$ cat config.mk
export PLATFORM = sky130hd
export DESIGN_NAME = cmp_result_tracker
export DESIGN_NICKNAME = d
export VERILOG_FILES = /design/src/rtl/cmp_result_tracker.sv
export SDC_FILE = /design/constraint.sdc
export NUM_CORES = 1
export LEC_CHECK = 0
export CORE_UTILIZATION = 51
export CTS_CLUSTER_DIAMETER = 120
export CTS_CLUSTER_SIZE = 40
export DETAILED_ROUTE_END_ITERATION = 12
export PLACE_DENSITY = 0.79
export RECOVER_POWER = 50
export SLEW_MARGIN = 20
export SYNTH_ARGS = -nofsm -noshare
export SYNTH_HDL_FRONTEND = slang
export SYNTH_SLANG_ARGS = --single-unit
$ cat constraint.sdc
create_clock -name clk -period 2.05 [get_ports clk]
set_input_delay 0.41 -clock clk [delete_from_list [all_inputs] [get_ports clk]]
set_output_delay 0.41 -clock clk [all_outputs]
set_load 0.05 [all_outputs]
$ cat src/rtl/cmp_result_tracker.sv
// cmp_result_tracker
// Consumes the one-hot gt/lt/eq flags of a 16-bit magnitude comparator.
// Counts results by class with saturating counters, tracks runs of
// same-direction results and raises a held alarm when a run reaches
// STREAK_LEN. The alarm stays up until alarm_ack or clear.
// Optional build macro: CMP_ONEHOT_CHECK_EN. It drops malformed samples
// and adds the sticky onehot_err output.
module cmp_result_tracker #(
  parameter int CNT_W      = 8,
  parameter int STREAK_LEN = 4
) (
  input  logic             clk,
  input  logic             n_rst,
  input  logic             clear,
  input  logic             sample,
  input  logic             gt,
  input  logic             lt,
  input  logic             eq,
  input  logic             alarm_ack,
  output logic [CNT_W-1:0] gt_count,
  output logic [CNT_W-1:0] lt_count,
  output logic [CNT_W-1:0] eq_count,
  output logic             streak_alarm,
  output logic             alarm_dir,
`ifdef CMP_ONEHOT_CHECK_EN
  output logic             active,
  output logic             onehot_err
`else
  output logic             active
`endif
);

  localparam logic [CNT_W-1:0] CNT_MAX    = {CNT_W{1'b1}};
  localparam logic [CNT_W-1:0] CNT_ZERO   = {CNT_W{1'b0}};
  localparam logic [CNT_W-1:0] CNT_ONE    = {{(CNT_W-1){1'b0}}, 1'b1};
  localparam logic [7:0]       STREAK_MAX = 8'(STREAK_LEN);

  typedef enum logic [1:0] {
    IDLE  = 2'd0,
    TRACK = 2'd1,
    ALARM = 2'd2
  } state_t;

  state_t           state_r;
  logic [CNT_W-1:0] gt_count_r;
  logic [CNT_W-1:0] lt_count_r;
  logic [CNT_W-1:0] eq_count_r;
  logic [7:0]       streak_r;
  logic             dir_r;
  logic             alarm_r;
  logic             alarm_dir_r;
  logic             active_r;
`ifdef CMP_ONEHOT_CHECK_EN
  logic             onehot_err_r;
  logic             bad_s;
`endif

  logic       accept_s;
  logic       sel_gt_s;
  logic       sel_lt_s;
  logic       sel_eq_s;
  logic [7:0] run_next_s;
  logic [7:0] restart_s;
  logic       dir_next_s;

  // Saturating increment for the result counters.
  function automatic logic [CNT_W-1:0] sat_inc(input logic [CNT_W-1:0] v);
    if (v == CNT_MAX) begin
      return v;
    end else begin
      return v + CNT_ONE;
    end
  endfunction

`ifdef CMP_ONEHOT_CHECK_EN
  // True when exactly one of the three comparator flags is set.
  function automatic logic is_onehot3(input logic [2:0] f);
    case (f)
      3'b001:  return 1'b1;
      3'b010:  return 1'b1;
      3'b100:  return 1'b1;
      default: return 1'b0;
    endcase
  endfunction
`endif

  // Decode the comparator flags and compute the streak that an accepted sample would produce.
  always_comb begin
    accept_s   = 1'b0;
    sel_gt_s   = 1'b0;
    sel_lt_s   = 1'b0;
    sel_eq_s   = 1'b0;
`ifdef CMP_ONEHOT_CHECK_EN
    bad_s      = 1'b0;
    if (sample) begin
      if (is_onehot3({gt, lt, eq})) begin
        accept_s = 1'b1;
        sel_gt_s = gt;
        sel_lt_s = lt;
        sel_eq_s = eq;
      end else begin
        bad_s = 1'b1;
      end
    end else begin
      accept_s = 1'b0;
    end
`else
    // eq has priority over gt, gt over lt; all-zero flags are ignored
    if (sample && (gt || lt || eq)) begin
      accept_s = 1'b1;
      sel_eq_s = eq;
      sel_gt_s = gt && !eq;
      sel_lt_s = lt && !gt && !eq;
    end else begin
      accept_s = 1'b0;
    end
`endif
    dir_next_s = dir_r;
    run_next_s = streak_r;
    restart_s  = 8'd0;
    if (sel_eq_s) begin
      run_next_s = 8'd0;
    end else if (sel_gt_s || sel_lt_s) begin
      dir_next_s = sel_gt_s;
      restart_s  = 8'd1;
      if (sel_gt_s == dir_r) begin
        run_next_s = (streak_r >= STREAK_MAX) ? STREAK_MAX : streak_r + 8'd1;
      end else begin
        run_next_s = 8'd1;
      end
    end else begin
      run_next_s = streak_r;
    end
  end

  // Tracker state machine: counters, streak, alarm and activity flags.
  always_ff @(posedge clk) begin
    if (!n_rst || clear) begin
      state_r      <= IDLE;
      gt_count_r   <= CNT_ZERO;
      lt_count_r   <= CNT_ZERO;
      eq_count_r   <= CNT_ZERO;
      streak_r     <= 8'd0;
      dir_r        <= 1'b0;
      alarm_r      <= 1'b0;
      alarm_dir_r  <= 1'b0;
      active_r     <= 1'b0;
`ifdef CMP_ONEHOT_CHECK_EN
      onehot_err_r <= 1'b0;
`endif
    end else begin
`ifdef CMP_ONEHOT_CHECK_EN
      if (bad_s) begin
        onehot_err_r <= 1'b1;
      end
`endif
      if (accept_s) begin
        if (sel_gt_s) gt_count_r <= sat_inc(gt_count_r);
        if (sel_lt_s) lt_count_r <= sat_inc(lt_count_r);
        if (sel_eq_s) eq_count_r <= sat_inc(eq_count_r);
      end
      case (state_r)
        IDLE, TRACK: begin
          if (accept_s) begin
            active_r <= 1'b1;
            streak_r <= run_next_s;
            dir_r    <= dir_next_s;
            if (run_next_s == STREAK_MAX) begin
              state_r     <= ALARM;
              alarm_r     <= 1'b1;
              alarm_dir_r <= dir_next_s;
            end else begin
              state_r <= TRACK;
            end
          end
        end
        ALARM: begin
          if (alarm_ack) begin
            // release; the streak restarts from the same-cycle sample, if any
            state_r <= TRACK;
            alarm_r <= 1'b0;
            if (accept_s) begin
              streak_r <= restart_s;
              dir_r    <= dir_next_s;
            end else begin
              streak_r <= 8'd0;
            end
          end else if (accept_s) begin
            streak_r <= run_next_s;
            dir_r    <= dir_next_s;
          end
        end
        default: begin
          state_r <= IDLE;
        end
      endcase
    end
  end

  assign gt_count     = gt_count_r;
  assign lt_count     = lt_count_r;
  assign eq_count     = eq_count_r;
  assign streak_alarm = alarm_r;
  assign alarm_dir    = alarm_dir_r;
  assign active       = active_r;
`ifdef CMP_ONEHOT_CHECK_EN
  assign onehot_err   = onehot_err_r;
`endif

endmodule
==> results of run 1 <==
worst register-to-register path, delay by kind of cell, from the launching register on:
kind            cells  cell delay [ns]
fa+ha+maj           1             0.23
compound gates      2             0.59
simple gates        2             0.67
flops               1             0.36
metrics by stage:
step                        util  setup slack [ns]  instance area [µm²]  power (mW)
after floorplan                -          0.006369                 1797      0.8220
after global placement    0.6860           -0.1365                 2307      0.8729
after detailed placement  0.6860           -0.1335                 2307      0.8740
after CTS                 0.6990           0.02468                 2351       1.229
after global routing      0.6823          0.001342                 2295       1.263
final                     0.6823           0.03397                 2295       1.219
power breakdown:
part	total, mW	switching, mW	leakage (nW)	internal [mW]
Combinational	0.104	0.0569	0.505	0.0471
Clock	0.367	0.238	0.0254	0.130
Sequential	0.748	0.00495	0.307	0.743
Total	1.22	0.300	0.837	0.920
area by class of cell:
type,instances,area share
tap,46,0.02508
clock buffer,7,0.01963
sequential,38,0.3315
multi-input combinational,160,0.4318
timing repair buffer,52,0.1821
inverter,6,0.009815
state kept, by name (all words and copies together) (netlist names):
signal and flops:
streak_r 8, state_r 2, dir_r 1, eq_count 8
active 1, gt_count 8, alarm_dir 1, streak_alarm 1
lt_count 8
metal layers:
metal	wire length, µm	GRT usage
met5	0	0
met4	59	0.08889
met3	166	0.05462
met2	1727	0.3432
met1	1876	0.2833
kinds of logic (layout without fill, tap and decap cells):
group / after synthesis / after routing / share of synthesized area
simple gates: 91 / 91 / 0.2723
compound gates: 54 / 54 / 0.1929
flops: 38 / 38 / 0.4234
buf+inv: 11 / 65 / 0.02507
xor+xnor: 6 / 6 / 0.02925
fa+ha+maj: 5 / 5 / 0.03482
mux: 4 / 4 / 0.02229
path summary, 6_finish.rpt:
path / to / from / slack [ns]
worst max-delay path: lt_count[7] / lt_count[7] / 0.03
worst min-delay path: streak_r[2] / streak_r[2] / 0.46
worst max register to register: lt_count[5] / lt_count[1] / 0.15
worst min register to register: streak_r[2] / streak_r[2] / 0.46
cells in the mapped netlist (2+ instances only):
| library cell | instances |
|---|---|
| nand2_1 | 21 |
| a21oi_1 | 16 |
| nor2_1 | 19 |
| and2_1 | 6 |
| or3_1 | 7 |
| o21ai_0 | 13 |
| ha_1 | 5 |
| nand2b_1 | 4 |
| o211ai_1 | 4 |
| and3_1 | 4 |
| and3b_1 | 2 |
| o311ai_0 | 2 |
| o21a_1 | 2 |
| or4_1 | 4 |
| mux2i_1 | 4 |
| a21o_1 | 2 |
| nand4_1 | 2 |
| clkbuf_1 | 3 |
| dfxtp_1 | 38 |
| o31ai_1 | 4 |
| xor2_1 | 5 |
| nor4_1 | 2 |
| nand3_1 | 11 |
| a31oi_1 | 2 |
| inv_1 | 6 |
| nor3_1 | 3 |
layout by cell type (no fill, tap or decap), types with 3 or more instances in the layout:
| master | instances |
|---|---|
| a21oi_1 | 16 |
| and2_0 | 3 |
| and2_1 | 3 |
| and3_1 | 4 |
| buf_4 | 12 |
| clkbuf_1 | 13 |
| clkbuf_4 | 6 |
| clkdlybuf4s50_1 | 25 |
| dfxtp_1 | 38 |
| ha_1 | 5 |
| inv_1 | 6 |
| mux2i_1 | 4 |
| nand2_1 | 21 |
| nand2b_1 | 4 |
| nand3_1 | 11 |
| nor2_1 | 19 |
| nor3_1 | 3 |
| o211ai_1 | 4 |
| o21ai_0 | 13 |
| o31ai_1 | 4 |
| or3_1 | 7 |
| or4_1 | 4 |
| xor2_1 | 5 |
what timing repair did:
action | 4_1_cts | 5_1_grt
gates resized for setup | 1 | 6
endpoints found under the hold margin | 0 | 0
endpoints found under the setup margin | 1 | 6
buffers inserted | 0 | 0
==> summary.txt, run 1 <==
Global routing
  – Largest net degree at the start of global routing: 14
  – Initial antenna violation count: 0
  – Tot GR Track Use: 0.2169
  – First-pass GRT wire length: 6023 µm
  – Vias in the first global route: roughly 1500
  – Grt ovf: 0

Pwr
  – Pleak: about 0.84 nW
  – Power Dens Cells: between 500 and 600 nW/µm²
  – Peak VDD IR: about 0.24 mV

Timing
  – Setup Total Neg Slack: 0 ns
  – Slew margin rel.: 0.5370
  – RSZ-0062 raised after global routing: no
  – Final setup fails: 0
  – Final worst path period share: 0.9834
  – Tmin final: 2.016 ns
  – Slew Limit Fails: 0
  – Clock skew: ~0.012 ns
  – Final hold slack: approximately 0.46 ns
  – Fin. Hold Viols: 0
  – Worst slew pin tran: slightly below 0.7 ns
  – FMAX: roughly 500 MHz

Place
  – Port-buffer cells: 34
  – Routability cong.: 0.8319
  – Post-DP HPWL: roughly 2800 µm
  – Cells after DPL: between 300 and 400

Yosys
  – Asr flop ratio synth: 0
  – Synth top area cells: dfxtp_1, a21oi_1, nand2_1, nor2_1, o21ai_0
  – Synth cell types: 44
  – Post-synthesis cell area: 1797 µm²
  – Synth top area share: 0.4234
  – Mapped Cells: 209
  – Sequential fraction of the synthesis area: 0.4234
  – Number of synthesized flops with an enable pin: 0
  – Synthesized flop and latch total: 38
  – Leading area contributor after synthesis: dfxtp_1
  – Yosys warnings: 0
  – Post-Syn Area per Cell: 8.597 µm²
  – Post-synth top flop: dfxtp_1
  – Syn nets: approximately 220

Hold path
  – Worst hold path type: register to register
  – Hold path depth: 2

Clocking
  – Clk root buf: clkbuf_4
  – TritonCTS clock tree: yes
  – Deepest clock path buffer count: 2
  – H-tree depth: 2
  – Clock transition at path regs: between 0.1 and 0.15 ns
  – CTS buffer count: 5
  – Clock sinks: 38
  – Hold buffers post-CTS: 0
  – Clk_lat worst skew: approximately 0.34 ns

Detailed routing
  – Residual DRC: 0
  – DRT Pass-1 Iters: 4
  – Routed length per instance: 12.39 µm
  – Post-DRT Antenna Nets: 0
  – Vias post-DR: 1689
  – Iter 0 DRT Violations: 90
  – Via/cell ratio: 5.466
  – Final wirelength: 3830 µm

Setup path
  – Worst Path Required: 1.64 ns
  – WP data arrival: around 1.6 ns
  – Crit end category: output pin
  – Worst path slowest cell: clkdlybuf4s50_1
  – Crit-path cells: clkdlybuf4s50_1
  – WP depth: 1
  – Setup crit start kind: register
  – R2R depth: 5
  – Crit-path max FO: 5
  – Crit Path Category: register to output pin
  – Cell family with most CP delay: buffers and inverters
  – Worst path bufs/invs: 1
  – Worst path max stage delay: slightly above 0.8 ns

Floorplanning
  – CORE AREA: around 3400 µm²
  – Cell Rows: 21
  – Die Wd: 61.36 µm
  – Die area: 3764 µm²
  – # IOs: 35
  – Starting Density: 0.5342
  – Die height: ~60 µm

Final layout
  – Filler cell count: around 300
  – Final #Nets: 276
  – Multi-input gate area: between 900 and 1000 µm²
  – P&R area growth vs syn: 27.72%
  – Layout cells sized above 1: 0.07985
  – Register area: 760.7 µm²
  – Antenna diodes: 0
  – Non-Filler Instances: a little over 300

Outcome
  – Status: complete, no violations

Flow run
  – Max Cap Violations: 0
(Power assumes the default switching activity.)
==> inputs of run 2 (changes only) <==
CORE_UTILIZATION = 30   (was 51)
PLACE_DENSITY = default   (was 0.79)
==> run 2 against run 1 <==
Non-clock buffer count increased by 1. Die area increased by 67%. Register-to-register slack improved by 0.02 ns. Critical path depth unchanged. Sequential share of layout area decreased by 1.7 points. Critical endpoint is now lt_count[4]. Final area increased by 5.6%. Clock power increased by 47%.
==> summary.txt, run 2 (synthesis gave the netlist of run 1 again) <==
Detailed routing
  – DRT Pass-1 Iters: 4 (unchanged)
  – Routed length per instance: 12.18 µm (-1.8%)
  – Iter 0 DRT Violations: 75 (-17%)
  – Via/cell ratio: 4.973 (-9.0%)
  – Vias post-DR: 1676 (-0.77%)
  – Residual DRC: 0 (unchanged)
  – Post-DRT Antenna Nets: 0 (unchanged)
  – Final wirelength: 4103 µm (+7.1%)

Setup path
  – Cell family with most CP delay: buffers and inverters
  – R2R depth: 5 (unchanged)
  – Reg2reg start: lt_count[0]
  – Worst Path Required: 1.64 ns (about the same)
  – Worst path max stage delay: 0.85 ns (+0.02 ns)
  – Setup crit start kind: register
  – Crit-path max FO: 6 (+1)
  – Worst path slowest cell: clkdlybuf4s50_1
  – Worst path bufs/invs: 1 (unchanged)
  – WP data arrival: 1.56 ns (-0.05 ns)
  – Worst reg-to-reg setup slack: 0.17 ns (+0.02 ns)
  – Crit Path Category: register to output pin
  – Crit-path cells: clkdlybuf4s50_1
  – Worst R2R End: lt_count[5]
  – Crit end category: output pin

Global routing
  – Initial antenna violation count: 0 (unchanged)
  – Vias in the first global route: 1485 (+1.6%)
  – First-pass GRT wire length: 6734 µm (+12%)
  – Largest net degree at the start of global routing: 14 (unchanged)
  – Grt ovf: 0 (unchanged)
  – Tot GR Track Use: 0.1364 (-0.08042)

Floorplanning
  – Die height: 79.39 µm (+29%)
  – Cell Rows: 27 (+29%)
  – # IOs: 35 (unchanged)
  – Die Wd: 79.39 µm (+29%)
  – Starting Density: 0.3185 (-0.2158)
  – CORE AREA: 5642 µm² (+68%)
  – Die area: 6303 µm² (+67%)

Final layout
  – Final #Nets: 277 (+0.36%)
  – P&R area growth vs syn: 34.82%
  – Antenna diodes: 0 (unchanged)
  – Most frequent cells in the layout: dfxtp_1, clkdlybuf4s50_1, nand2_1
  – Layout cells sized above 1: 0.1019 (+0.02204)
  – Most common library cell in the layout ignoring fill and taps: dfxtp_1

Clocking
  – CTS buffer count: 5 (unchanged)
  – Clock sinks: 38 (unchanged)
  – Clk_lat worst skew: 0.29 ns (-0.05 ns)
  – Setup Fix Bufs, Post-CTS: 0 (unchanged)
  – Deepest clock path buffer count: 2 (unchanged)
  – Clock transition at path regs: 0.08 ns (-0.03 ns)
  – TritonCTS clock tree: yes
  – Clk root buf: clkbuf_8
  – H-tree depth: 2 (unchanged)

Pwr
  – Power Dens Cells: 575.5 nW/µm² (+8.3%)
  – Peak VDD IR: 0.2666 mV (+11%)
  – Pleak: 0.8875 nW (+6.1%)

Timing
  – Final setup fails: 0 (unchanged)
  – Fin. Hold Viols: 0 (unchanged)
  – Final hold slack: 0.4558 ns (-0.008320 ns)
  – Tmin final: 1.972 ns (-0.04406 ns)
  – Slew Limit Fails: 0 (unchanged)
  – RSZ-0062 raised after global routing: no
  – Clock skew: 0.007336 ns (-0.004949 ns)
  – Slew margin rel.: 0.5330 (-0.004058)
  – Worst slew pin tran: 0.6918 ns (+0.006011 ns)
  – FMAX: 507.1 MHz (+2.2%)
  – Final worst path period share: 0.9619 (-0.02149)
  – Worst Slack Setup Final: 0.07803 ns (+0.04406 ns)
  – Setup Total Neg Slack: 0 ns (unchanged)

Place
  – Post-DP HPWL: 3038 µm (+6.7%)
  – Pre-CTS worst setup slack: -0.1440 ns (-0.01051 ns)
  – Port-buffer cells: 34 (unchanged)
  – Routability cong.: 0.8226 (-1.1%)

Hold path
  – Hold path depth: 2 (unchanged)
  – Hold EP: streak_r[2]
  – Hold path start: streak_r[2]
  – Worst hold path type: register to register

Flow run
  – Max Cap Violations: 0 (unchanged)

Outcome
  – Status: complete, no violations
-- run 2: cell count changes in the layout (fill, tap and decap cells not counted), moves of 2 or more --
cell             previous run  this run
and2_0                      3         1
and2_1                      3         5
buf_4                      12        14
clkbuf_1                   13         4
clkbuf_4                    6         1
clkbuf_8                    0         6
clkdlybuf4s50_1            25        29
dlygate4sd3_1               2         4
-- run 2: cell type report --
type,instances,area (µm²)
Clock buffer,6,82.58
Clock inverter,2,12.51
Timing Repair Buffer,53,462.9
Fill cell,571,3219
Tap cell,72,90.09
Multi-Input combinational cell,160,991.0
Sequential cell,38,760.7
Inverter,6,22.52
-- run 2: stage by stage --
step	instances	util	total power, mW	cell area (µm²)
finish	337	0.4294	1.394	2422
global route	337	0.4294	1.470	2422
CTS	337	0.4329	1.421	2442
detailed placement	329	0.4161	0.8776	2347
global placement	329	0.4161	0.8775	2347
floorplan	209	-	0.8220	1797
-- run 2: worst max path at each step --
| stage | slack, ns | end | cells past startpoint | start |
|---|---|---|---|---|
| 2_1_floorplan | 0.006 | lt_count[5] | 5 | lt_count[0] |
| 3_3_place_gp | -0.12 | lt_count[5] | 5 | lt |
| 3_5_place_dp | -0.14 | alarm_dir | 5 | lt |
| 4_1_cts | 0.06 | gt_count[2] | 1 | gt_count[2] |
| 5_1_grt | 0.00007 | lt_count[4] | 1 | lt_count[4] |
| 6_report | 0.08 | lt_count[4] | 1 | lt_count[4] |
-- run 2: layer usage --
layer | up-vias | routed length (µm) | GRT usage | share of wire
met1 | 772 | 2092 | 0.1784 | 0.51
met3 | 4 | 115 | 0.03086 | 0.028
met2 | 22 | 1851 | 0.2216 | 0.45
met4 | 0 | 43 | 0.04364 | 0.010
li1 | 878 | - | - | -
met5 | - | 0 | 0 | 0
-- run 2: report_power, final --
group          leakage [nW]  switching [mW]  total [mW]  internal (mW)
Combinational         0.534          0.0583       0.108         0.0498
Clock                0.0472           0.268       0.538          0.270
Sequential            0.307         0.00525       0.748          0.743
-- run 2: repair_timing --
item	4_1_cts	5_1_grt
setup endpoints to repair	0	1
resized for setup	0	1
hold buffers	0	0
